<file path="src/rtl/jk_cmd_sequencer.sv">
`default_nettype none
// ============================================================================
// Module      : jk_cmd_sequencer
// Description : Queues JK flip-flop commands (op + repeat count) in a small
//               FIFO and plays them back on registered J/K outputs. Each
//               command drives J/K for cmd_rpt+1 cycles. Back-to-back commands
//               follow each other with no idle cycle between them.
//
// Ports       : clk        - rising-edge clock
//               reset      - asynchronous, active-low reset
//               cmd_valid  - command offered
//               cmd_op     - 00 hold, 01 reset, 10 set, 11 toggle (J=op[1], K=op[0])
//               cmd_rpt    - op is held for cmd_rpt+1 cycles
//               cmd_ready  - FIFO has room (fifo_level < DEPTH)
//               J, K       - registered drive to the downstream JK flip-flop
//               busy       - a command is playing
//               q_pred     - predicted downstream Q (0 unless shadow enabled)
//               fifo_level - queued entries, excluding the playing command
//
// Macro       : JK_SEQ_SHADOW_EN - when defined, adds a shadow JK flip-flop
//               that tracks J/K and drives q_pred. When undefined, q_pred
//               is tied to 0.
//
// Revision    : 1.0 - initial release
// ============================================================================
module jk_cmd_sequencer #(
  parameter int DEPTH = 4,
  parameter int CNT_W = 4
) (
  input  logic                     clk,
  input  logic                     reset,
  input  logic                     cmd_valid,
  input  logic [1:0]               cmd_op,
  input  logic [CNT_W-1:0]         cmd_rpt,
  output logic                     cmd_ready,
  output logic                     J,
  output logic                     K,
  output logic                     busy,
  output logic                     q_pred,
  output logic [$clog2(DEPTH):0]   fifo_level
);

  localparam int PTR_W = $clog2(DEPTH);
  localparam int LVL_W = PTR_W + 1;
  localparam int ENT_W = 2 + CNT_W;

  localparam logic [0:0] S_IDLE = 1'b0;
  localparam logic [0:0] S_PLAY = 1'b1;

  // FIFO storage: {op, rpt}; contents need no reset, only the pointers do
  logic [ENT_W-1:0] mem_q [DEPTH];
  logic [PTR_W-1:0] wr_ptr_q, wr_ptr_d;
  logic [PTR_W-1:0] rd_ptr_q, rd_ptr_d;
  logic [LVL_W-1:0] level_q, level_d;

  logic [0:0]       state_q, state_d;
  logic [CNT_W-1:0] cnt_q, cnt_d;
  logic             j_q, j_d;
  logic             k_q, k_d;
  logic             busy_q, busy_d;

  logic             push;
  logic             pop;
  logic             nonempty;
  logic [ENT_W-1:0] head;

  assign cmd_ready  = (level_q < LVL_W'(DEPTH));
  assign push       = cmd_valid & cmd_ready;
  assign nonempty   = (level_q != '0);
  assign head       = mem_q[rd_ptr_q];

  assign J          = j_q;
  assign K          = k_q;
  assign busy       = busy_q;
  assign fifo_level = level_q;

  // Playback FSM. A pop happens only when the FIFO was already non-empty
  // before this edge, so a command pushed now starts one edge later.
  always_comb begin
    state_d = state_q;
    cnt_d   = cnt_q;
    j_d     = j_q;
    k_d     = k_q;
    busy_d  = busy_q;
    pop     = 1'b0;
    case (state_q)
      S_IDLE: begin
        if (nonempty) begin
          pop     = 1'b1;
          j_d     = head[CNT_W+1];
          k_d     = head[CNT_W];
          cnt_d   = head[CNT_W-1:0];
          busy_d  = 1'b1;
          state_d = S_PLAY;
        end
      end
      S_PLAY: begin
        if (cnt_q != '0) begin
          cnt_d = cnt_q - CNT_W'(1);
        end else if (nonempty) begin
          // Chain straight into the next command without a bubble
          pop     = 1'b1;
          j_d     = head[CNT_W+1];
          k_d     = head[CNT_W];
          cnt_d   = head[CNT_W-1:0];
        end else begin
          j_d     = 1'b0;
          k_d     = 1'b0;
          busy_d  = 1'b0;
          state_d = S_IDLE;
        end
      end
      default: state_d = S_IDLE;
    endcase
  end

  always_comb begin
    wr_ptr_d = push ? wr_ptr_q + PTR_W'(1) : wr_ptr_q;
    rd_ptr_d = pop  ? rd_ptr_q + PTR_W'(1) : rd_ptr_q;
    case ({push, pop})
      2'b10:   level_d = level_q + LVL_W'(1);
      2'b01:   level_d = level_q - LVL_W'(1);
      default: level_d = level_q;
    endcase
  end

  always_ff @(posedge clk or negedge reset) begin
    if (!reset) begin
      state_q  <= S_IDLE;
      cnt_q    <= '0;
      j_q      <= 1'b0;
      k_q      <= 1'b0;
      busy_q   <= 1'b0;
      wr_ptr_q <= '0;
      rd_ptr_q <= '0;
      level_q  <= '0;
    end else begin
      state_q  <= state_d;
      cnt_q    <= cnt_d;
      j_q      <= j_d;
      k_q      <= k_d;
      busy_q   <= busy_d;
      wr_ptr_q <= wr_ptr_d;
      rd_ptr_q <= rd_ptr_d;
      level_q  <= level_d;
    end
  end

  always_ff @(posedge clk) begin
    if (push) begin
      mem_q[wr_ptr_q] <= {cmd_op, cmd_rpt};
    end
  end

`ifdef JK_SEQ_SHADOW_EN
  // Shadow flip-flop sees the same registered J/K as the downstream device
  logic q_pred_q, q_pred_d;

  always_comb begin
    case ({j_q, k_q})
      2'b01:   q_pred_d = 1'b0;
      2'b10:   q_pred_d = 1'b1;
      2'b11:   q_pred_d = ~q_pred_q;
      default: q_pred_d = q_pred_q;
    endcase
  end

  always_ff @(posedge clk or negedge reset) begin
    if (!reset) begin
      q_pred_q <= 1'b0;
    end else begin
      q_pred_q <= q_pred_d;
    end
  end

  assign q_pred = q_pred_q;
`else
  assign q_pred = 1'b0;
`endif

endmodule
`default_nettype wire

</file>
<file path="config.mk">
export PLATFORM = sky130hd
export DESIGN_NAME = jk_cmd_sequencer
export DESIGN_NICKNAME = d
export VERILOG_FILES = /design/src/rtl/jk_cmd_sequencer.sv
export SDC_FILE = /design/constraint.sdc
export NUM_CORES = 1
export LEC_CHECK = 0
export CELL_PAD_IN_SITES_DETAIL_PLACEMENT = 2
export CELL_PAD_IN_SITES_GLOBAL_PLACEMENT = 2
export CORE_UTILIZATION = 35
export CTS_CLUSTER_SIZE = 20
export DETAILED_ROUTE_END_ITERATION = 6
export GPL_TIMING_DRIVEN = 0
export PLACE_DENSITY = 0.83
export SYNTH_ARGS = -nofsm -noshare
export SYNTH_HDL_FRONTEND = slang
export SYNTH_SLANG_ARGS = --single-unit
export TNS_END_PERCENT = 5
</file>
<file path="constraint.sdc">
create_clock -name clk -period 2 [get_ports clk]
set_input_delay 0.4 -clock clk [delete_from_list [all_inputs] [get_ports clk]]
set_output_delay 0.4 -clock clk [all_outputs]
set_load 0.03 [all_outputs]
</file>
# --- After elaboration in Yosys (flattened, before gate mapping) ---
# Memories as Yosys holds them, arrays and structs flattened.
# Index checks and enable logic that the tools add are counted.
word_totals:
  reg_bits: 15
  latchBits: 0
  mem_bits_rw: 24
  mem_bits_ro: 0
  input_bits: 9
  output_inout_bits: 8
  wordCells: 50
  memories: 1
memory_table:
  columns: ["name", "depth", "word_bits", "rd", "rd_ports_with_merged_regs", "write_ports", "line_no", "source"]
  rows:
  - ["mem_q", 4, 6, 1, 0, 1, "51", "logic [ENT_W-1:0] mem_q [DEPTH];"]
classes:
  addsub: 5
  mul: 0
  n_div: 0
  magnitude_cmp: 1
  n_eq_ne: 5
  shifts: 0
  mux: 23
  n_bitwise: 2
  n_reduce_logical: 5
op_table:
  columns: ["cell", "count"]
  rows:
  - ["two-way mux 1 bit", 14]
  - ["one-hot mux 1 bit (2 select lines)", 5]
  - ["two-way mux 4 bit", 2]
  - ["one-hot mux 4 bit (2 select lines)", 1]
  - ["inequality test 2 bit, second input constant", 3]
  - ["one-hot mux 3 bit (2 select lines)", 1]
  - ["adder 2 x 1 -> 2 bit, second input constant", 2]
  - ["nonzero test 4 bit", 1]
  - ["subtractor 4 x 1 -> 4 bit, second input constant", 1]
  - ["adder 3 x 1 -> 3 bit, second input constant", 1]
  - ["< comparator 3 bit, second input constant", 1]
  - ["AND reduction 3 bit", 1]
  - ["nonzero test 3 bit", 1]
  - ["subtractor 3 x 1 -> 3 bit, second input constant", 1]
  - ["== test 2 x 1 -> 1 bit, second input constant", 1]
  - ["== test 2 bit, second input constant", 1]
  - ["AND reduction 2 bit", 1]
  - ["nonzero test 2 bit", 1]
  - ["bitwise AND 1 bit", 1]
  - ["NOT 1 bit", 1]

# --- Longest topological paths before layout ---
# Gate-level depths: netlist (run 1).
logic_depth:
  depth_word: 6
  depth_mapped: 12
  ltp_nobuf: 12

# --- Worst setup path after synthesis (run 1) ---
# OpenSTA, ideal clock, no wires.
synth_path:
  path_type: "register to register"
  from: "register cnt_q[0]"
  to: "register level_q[2], in the netlist fifo_level[2]"
  setup_ps: 133
  arrival_time_ps: 2105
  required_time_ps: 1867
  slack_ps: -237
  stages_incl_launch_ff: 13
  n_path_buf: 0
  synth_period_minus_slack_ps: 2237
  cell_sequence: "dfrtp_1 inv_1 ha_1 or3b_1 nand2_2 nand2_2 inv_2 ha_1 inv_1 fa_1 xor2_1 nor2_1 xnor2_1"
synth_via:
  elab_chain_len: 5
  word_cells_on_any_way: 7
  cone_classes: "eq/ne: 2; mux: 3; reduce/logical: 2"
synth_lines:
  columns: ["element", "line_no", "source"]
  rows:
  - ["start, declared", "57", "logic [CNT_W-1:0] cnt_q, cnt_d;"]
  - ["start signal, assigned", "139", "cnt_q <= cnt_d;"]
  - ["nonzero test 4 bit *", "98", "if (cnt_q != '0) begin"]
  - ["two-way mux 1 bit *", "98", null]
  - ["one-hot mux 1 bit (2 select lines) *", "86", "case (state_q)"]
  - ["net pop", "63", "logic pop;"]
  - ["== test 2 x 1 -> 1 bit or == test 2 bit (tied branches)", "120", "case ({push, pop})"]
  - ["one-hot mux 3 bit (2 select lines) or nonzero test 2 bit (tied branches)", null, null]
  - ["end signal, assigned", "145", "level_q <= level_d;"]
  - ["end, declared", "54", "logic [LVL_W-1:0] level_q, level_d;"]
# The timed path passes the listed nets; every way through them passes the cells marked *.
# A chain may end at the register's enable or synchronous reset.

# --- Worst setup path in the final report (run 1) ---
# Same ends and word-level chain as after synthesis.

==> run metrics, run 1 <==
clock slew at reported path FFs=80 ps; final hold violations=0; worst slack at placement=-403 ps; Hold Crit Depth=2; Post-Syn Area per Cell=14.6 um^2; Root Driver=clkbuf_8; setup TNS=-293 ps; final WL=3710 um; syn_nets=136; reg2reg setup slack=-210 ps; slowest stage cell, crit path=dfrtp_1; global-route usage over all layers=16.2%; Cell Chain, Critical Path=inv_2 > ha_4 > or3b_4 > nand2_4 > nand2_4 > inv_4 > ha_4 > inv_2 > fa_2 > xor2_1 > nor2_1 > xnor2_1; drt wl/cell=17.3 um; critical-path maximum fanout=3; die area=5250 um^2; HP Class=reg -> reg; CTS Sinks=39; maxcap violations=0; Hold WS=511 ps; Reg2Reg Depth=12; vias in the first global route=1,158; GR Overflow Total=0; CP Launch Type=register; deepest clock path buffer count=2; Layout area overhead=25.0%; Tcrit/Tclk final=110%; filler cell count=466; synthesized instance count=119; failing checks=setup timing; Std-Cell Rows=25; total power=3.24 mW; Non-Filler Instances=214; gp weighted congestion=0.790; Tmin final=2210 ps; crit end category=register; Max stage delay on crit path=410 ps; Worst Hold Launch=J; Slew Viols, Final=0; Via Count=1,041; RSZ-0062 raised after global routing=true; Port Buffers=15; Worst Hold End=J; Cell Area, Synth=1740 um^2; H-tree depth=2; CTS tree=yes; Worst Clk Skew=5.08 ps; first-pass GRT wire length=6040 um; min setup slack post-route=-206 ps; CP required=2220 ps; drt first pass iters=3; hpwl dp=2670 um; Boundary Pins=17; outcome=finished, violations left; die extent in x=72.4 um; R2R Path End=fifo_level[2]; R2R Path Start=cnt_q[0]; Die Y=72.4 um; post-synthesis cell type count=30; Final ANT Viol Nets=0; placed insts=201; Least-Margin Pin Slew=716 ps; Iter 0 DRT Violations=23; #FFs+latches synth=39; final setup violation count=2; proportion of layout cells with a drive suffix above 1=21.1%; crit path kind=reg -> reg; register area share after synthesis=63.1%; initial antenna violation count=0; worst path arrival time=2430 ps; vias per cell=4.86; Ys Warns=0; Power Dens Cells=1490 nW/um^2; Leakage=0.846 nW; Slew headroom=51.9%; largest net degree at the start of global routing=16; Max IR drop VDD=0.000583 V; Residual DRC=0; starting density of the core=36.5%; Nets=163; FMAX=453 MHz; diode count=0; Worst-Skew Late Latency=290 ps; CTS Buf Count=5; Core Region=4750 um^2
==> logic make-up (layout without fill, tap and decap cells) <==
| logic type | count (synthesis) | in the layout | synth area share, % |
|---|---|---|---|
| DFF | 39 | 39 | 63.1 |
| muxes | 6 | 6 | 8.86 |
| other | 1 | 1 | 0.216 |
| AOI/OAI and AO/OA | 15 | 15 | 5.76 |
| adders and majority gates | 8 | 8 | 6.20 |
| buffers and inverters | 15 | 43 | 3.89 |
| and+or+nand+nor | 29 | 29 | 8.93 |
| xor gates and xnor gates | 6 | 6 | 3.03 |
==> layer usage <==
layer	global-route usage [%]	routed length, um	up-vias
li1	-	-	480
met1	19.0	1570	540
met2	29.6	1990	17
met3	3.75	112	4
met4	4.58	29	0
met5	0	0	-
==> final cells by class <==
class                      count  area (um^2)  share of cell area [%]
clock buffer                   5         68.8                    3.17
inverter                      11         43.8                    2.02
sequential                    39         1100                    50.5
tap                           67         83.8                    3.86
timing repair buffer          20          188                    8.65
buffer                         4         26.3                    1.21
clock inverter                 3         47.5                    2.19
multi-input combinational     65          617                    28.4
==> where the power goes <==
part	total (mW)	internal [mW]	leakage [nW]	switching, mW
Sequential	1.23	1.08	0.394	0.153
Clock	0.667	0.378	0.0587	0.289
Combinational	1.34	0.610	0.393	0.734
==> worst max path at each step <==
stage             start             to  cells past startpoint
4_1_cts        cnt_q[0]  fifo_level[2]                     12
2_1_floorplan  cnt_q[0]  fifo_level[2]                     12
3_3_place_gp   cnt_q[0]  fifo_level[2]                     12
5_1_grt        cnt_q[0]  fifo_level[2]                     12
3_5_place_dp   cnt_q[0]  fifo_level[2]                     12
6_report       cnt_q[0]  fifo_level[2]                     12
==> what timing repair did <==
item	CTS	global route
gates resized for setup	9	1
hold buffers	0	0
pin swaps	3	0
setup endpoints to repair	2	2
setup buffers	5	0
==> synthesized netlist by cell type <==
master | instances | area share [%]
edfxtp_1 | 24 | 41
dfrtp_1 | 15 | 22
inv_1 | 10 | 2.2
ha_1 | 7 | 5.0
nand2_1 | 7 | 1.5
a21oi_1 | 6 | 1.7
mux4_1 | 5 | 7.6
nor3_1 | 5 | 1.4
and2_1 | 4 | 1.4
xnor2_1 | 4 | 2.0
nand3_1 | 3 | 0.86
nor2_1 | 3 | 0.65
o21ai_0 | 3 | 0.86
and3_1 | 2 | 0.72
clkbuf_1 | 2 | 0.43
nand2_2 | 2 | 0.72
o211ai_1 | 2 | 0.86
o221a_2 | 2 | 1.3
xor2_1 | 2 | 1.0
a221o_1 | 1 | 0.58
a22oi_1 | 1 | 0.43
buf_4 | 1 | 0.43
buf_6 | 1 | 0.65
conb_1 | 1 | 0.22
fa_1 | 1 | 1.2
inv_2 | 1 | 0.22
mux4_2 | 1 | 1.3
nor2b_1 | 1 | 0.36
nor3b_2 | 1 | 0.72
or3b_1 | 1 | 0.50
==> per-stage QoR <==
stage / cell area (um^2) / util (%)
floorplan: 1750 / -
CTS: 2170 / 45.6
finish: 2170 / 45.7
detailed placement: 1990 / 41.8
global placement: 1990 / 41.8
global route: 2170 / 45.7
==> registers in the layout, summed over array words and instances, names as in the netlist <==
signal      cells
J               1
state_q         1
fifo_level      3
busy            1
wr_ptr_q        2
K               1
rd_ptr_q        2
mem_q          24
cnt_q           4
==> layout by cell type (no fill, tap or decap), drive strengths merged, types with 2 or more instances in the layout <==
master	n
buf	7
nor3	5
and2	4
dfrtp	15
nand3	3
o211ai	2
xor2	2
inv	12
o221a	2
clkbuf	7
nand2	9
clkdlybuf4s50	15
edfxtp	24
a21oi	6
and3	2
o21ai	3
xnor2	4
nor2	3
ha	7
mux4	6
==> worst max-delay path: cells and delay by family (launching register included) <==
kind	cells	cell delay, ps
simple gates	4	650
fa+ha+maj	3	590
flops	1	410
xor+xnor	2	270
buf+inv	3	210
Power figures use the tool's default switching activity.
==> inputs of run 2 (changes only) <==
--- a/config.mk
+++ b/config.mk
@@ -8,7 +8,6 @@
 export CELL_PAD_IN_SITES_DETAIL_PLACEMENT = 2
 export CELL_PAD_IN_SITES_GLOBAL_PLACEMENT = 2
 export CORE_UTILIZATION = 35
-export CTS_CLUSTER_SIZE = 20
 export DETAILED_ROUTE_END_ITERATION = 6
 export GPL_TIMING_DRIVEN = 0
 export PLACE_DENSITY = 0.83
==> results of run 2 <==
Same layout as run 1: the final DEF is identical, and so are final timing and power.
==> inputs of run 3 (changes only) <==
--- a/config.mk
+++ b/config.mk
@@ -5,12 +5,13 @@
 export SDC_FILE = /design/constraint.sdc
 export NUM_CORES = 1
 export LEC_CHECK = 0
+export ABC_AREA = 1
 export CELL_PAD_IN_SITES_DETAIL_PLACEMENT = 2
 export CELL_PAD_IN_SITES_GLOBAL_PLACEMENT = 2
-export CORE_UTILIZATION = 35
+export CORE_UTILIZATION = 33
 export DETAILED_ROUTE_END_ITERATION = 6
 export GPL_TIMING_DRIVEN = 0
-export PLACE_DENSITY = 0.83
+export PLACE_DENSITY = 0.86
 export SYNTH_ARGS = -nofsm -noshare
 export SYNTH_HDL_FRONTEND = slang
 export SYNTH_SLANG_ARGS = --single-unit
==> run metrics, run 3 <==
Slew Viols, Final=0 (unchanged); Sw Ratio=41.6% (+5.4 points); #FFs+latches synth=39 (unchanged); most frequent cells in the layout=nand2_1 (47), inv_1 (31), edfxtp_1 (24); Cell Chain, Critical Path=inv_2 > clkdlybuf4s50_1; top cell type's share of synthesized area=38.8% (-2.7 points); largest net degree at the start of global routing=16 (unchanged); Residual DRC=0 (unchanged); Nets=229 (+40%); drt first pass iters=4 (+1); post-synthesis xor/xnor area fraction=2.83% (-0.20 points); HP Class=reg -> reg; syn_nets=203 (+49%); placed insts=271 (+35%); combinational power share=47.4% (+6.0 points); Port Buffers=15 (unchanged); die area=5930 um^2 (+13%); most common cell in the netlist=nand2_1; Least-Margin Pin Slew=714 ps (-2.78 ps); final WL=4590 um (+24%); critical-path maximum fanout=4 (+1); Core Region=5270 um^2 (+11%); reg2reg setup slack=80 ps (+280 ps); H-tree depth=2 (unchanged); CTS Sinks=39 (unchanged); Hold Crit Depth=1 (-1); largest area contributor in the netlist=edfxtp_1; Max stage delay on crit path=670 ps (+260 ps); Worst Clk Skew=3.39 ps (-1.69 ps); Iter 0 DRT Violations=28 (+22%); post-synthesis mux area share=0% (-8.9 points); final hold violations=0 (unchanged); Tcrit/Tclk final=96.1% (-14 points); Reg power frac=37.3% (-0.7 points); Finished Cell Area=2230 um^2 (+2.7%); Std-Cell Rows=26 (+4.0%); register area share after synthesis=59.0% (-4.1 points); Post-Synth Simple-Gate Area=18.2% (+9.3 points); Post-synth top flop=edfxtp_1; cell family with most CP delay=buffers and inverters; maxcap violations=0 (unchanged); post-synthesis cell type count=25 (-17%); CTS Buf Count=5 (unchanged); Layout area overhead=19.9%; Boundary Pins=17 (unchanged); crit path kind=reg -> out; Non-Filler Instances=282 (+32%); hpwl dp=3310 um (+24%); CP Launch Type=register; ranking of synthesized cells by area=edfxtp_1 (39%), dfrtp_1 (20%), nand2_1 (9.5%); CP required=1600 ps (-620 ps); P_sw=1.37 mW (+17%); register bank with the most flops=mem_q; EDFF count, synth=24 (unchanged); Via Count=1,325 (+27%); outcome=completed; global-route usage over all layers=16.9% (+0.66 points); FMAX=520 MHz (+15%); clock slew at reported path FFs=70 ps (about the same); Slew headroom=52.3% (+0.40 points); CTS tree=yes; Reg2Reg Depth=10 (-2); Tmin final=1920 ps (-284 ps); first-pass GRT wire length=7420 um (+23%); Post-Syn Area per Cell=9.99 um^2 (-32%); crit end category=output pin; largest family of logic cells by synthesized area=simple AND/OR/NAND/NOR gates; most common cell after layout, fill and taps aside=nand2_1; Max IR drop VDD=0.000840 V (+44%); Power Dens Cells=1480 nW/um^2 (-1.0%); internal power=1.92 mW (-7.0%); die extent in x=77.0 um (+6.3%); total power=3.29 mW (+1.6%); setup TNS=0 ps (+293 ps); Area after DPL=2100 um^2 (+5.7%); drt wl/cell=16.3 um (-6.1%); Worst-Skew Late Latency=290 ps (about the same); adder-cell share of the synthesized area=5.79% (-0.40 points); Commonest cells post-synth=nand2_1 (47), inv_1 (35), edfxtp_1 (24); final setup violation count=0 (-2); deepest clock path buffer count=2 (unchanged); gp weighted congestion=0.751 (-4.9%); vias per cell=4.70 (-3.4%); R2R Path Start=cnt_q[1]; Worst Hold End=fifo_level[0]; starting density of the core=35.3% (-1.3 points); diode count=0 (unchanged); Worst Hold Launch=fifo_level[0]; clock share of power=15.3% (-5.3 points); hold_buf cts=0 (unchanged); compound-gate portion of the synthesized area=4.11% (-1.7 points); Die Y=77.0 um (+6.3%); synthesized instance count=186 (+56%); R2R Path End=fifo_level[2]; Cell Area, Synth=1860 um^2 (+7.0%); vias in the first global route=1,499 (+29%); FFs w/ async S/R, synth=38.5% (unchanged); number of flip-flops in the largest register=24 (unchanged); worst path arrival time=1520 ps (-910 ps); Ys Warns=0 (unchanged); Final ANT Viol Nets=0 (unchanged); Root Driver=clkbuf_8; RSZ-0062 raised after global routing=false; slowest stage cell, crit path=clkdlybuf4s50_1; initial antenna violation count=0 (unchanged); CP bufs+invs=2 (-1); Leakage=0.984 nW (+16%); GR Overflow Total=0 (unchanged); proportion of layout cells with a drive suffix above 1=14.2% (-6.9 points)
[run 3: cells by family after synthesis]
family	after synthesis
flops	39
xor+xnor	6
simple gates	80
other cells	1
buf+inv	41
fa+ha+maj	8
compound gates	11
[run 3: area by class of cell]
class                   instances  area [um^2]
fillers                       581         3040
flip-flops and latches         39         1100
multi-input cells             106          602
repair buffers                 19          180
inverters                      37          144
well taps                      70         87.6
clock buffers                   5         68.8
plain buffers                   4         38.8
clock inverters                 2         8.76
[run 3: repair_timing]
| item | 4_1_cts | 5_1_grt |
|---|---|---|
| pin swaps | 1 | 1 |
| setup endpoints to repair | 2 | 2 |
| buffers inserted | 3 | 1 |
| cloned | 0 | 0 |
| gates resized for setup | 4 | 5 |
[run 3: per-stage QoR]
step / worst slack, ps / hold slack (ps) / utilization [%]
2_1_floorplan: 26.2 / 104 / -
3_3_place_gp: -123 / 486 / 39.8
4_1_cts: 1.73 / 499 / 41.8
5_1_grt: 1.61 / 512 / 42.3
3_5_place_dp: -218 / 485 / 39.8
6_report: 78.1 / 494 / 42.3
[run 3: power by group through the flow]
stage | Sequential [mW] | Clock (mW) | Combinational (mW)
after global routing | 1.25 | 0.551 | 1.74
after floorplan | 1.32 | 0 | 0.892
after CTS | 1.23 | 0.516 | 1.54
after detailed placement | 1.25 | 0 | 1.47
after global placement | 1.22 | 0 | 1.39
final | 1.23 | 0.504 | 1.56
[run 3: metal layers]
| layer | GRT usage (%) | share of wire [%] |
|---|---|---|
| met5 | 0 | 0 |
| met4 | 4.53 | 0.83 |
| met3 | 3.69 | 3.2 |
| met2 | 31.9 | 55 |
| met1 | 18.9 | 40 |
[run 3: how the worst max path moves through the flow]
stage	start	end	cells after the start
after floorplan	cnt_q[0]	fifo_level[2]	10
after global placement	cnt_q[0]	fifo_level[2]	10
after detailed placement	cnt_q[0]	fifo_level[2]	10
after CTS	fifo_level[1]	fifo_level[1]	8
after global routing	fifo_level[1]	fifo_level[1]	8
final	fifo_level[2]	cmd_ready	2
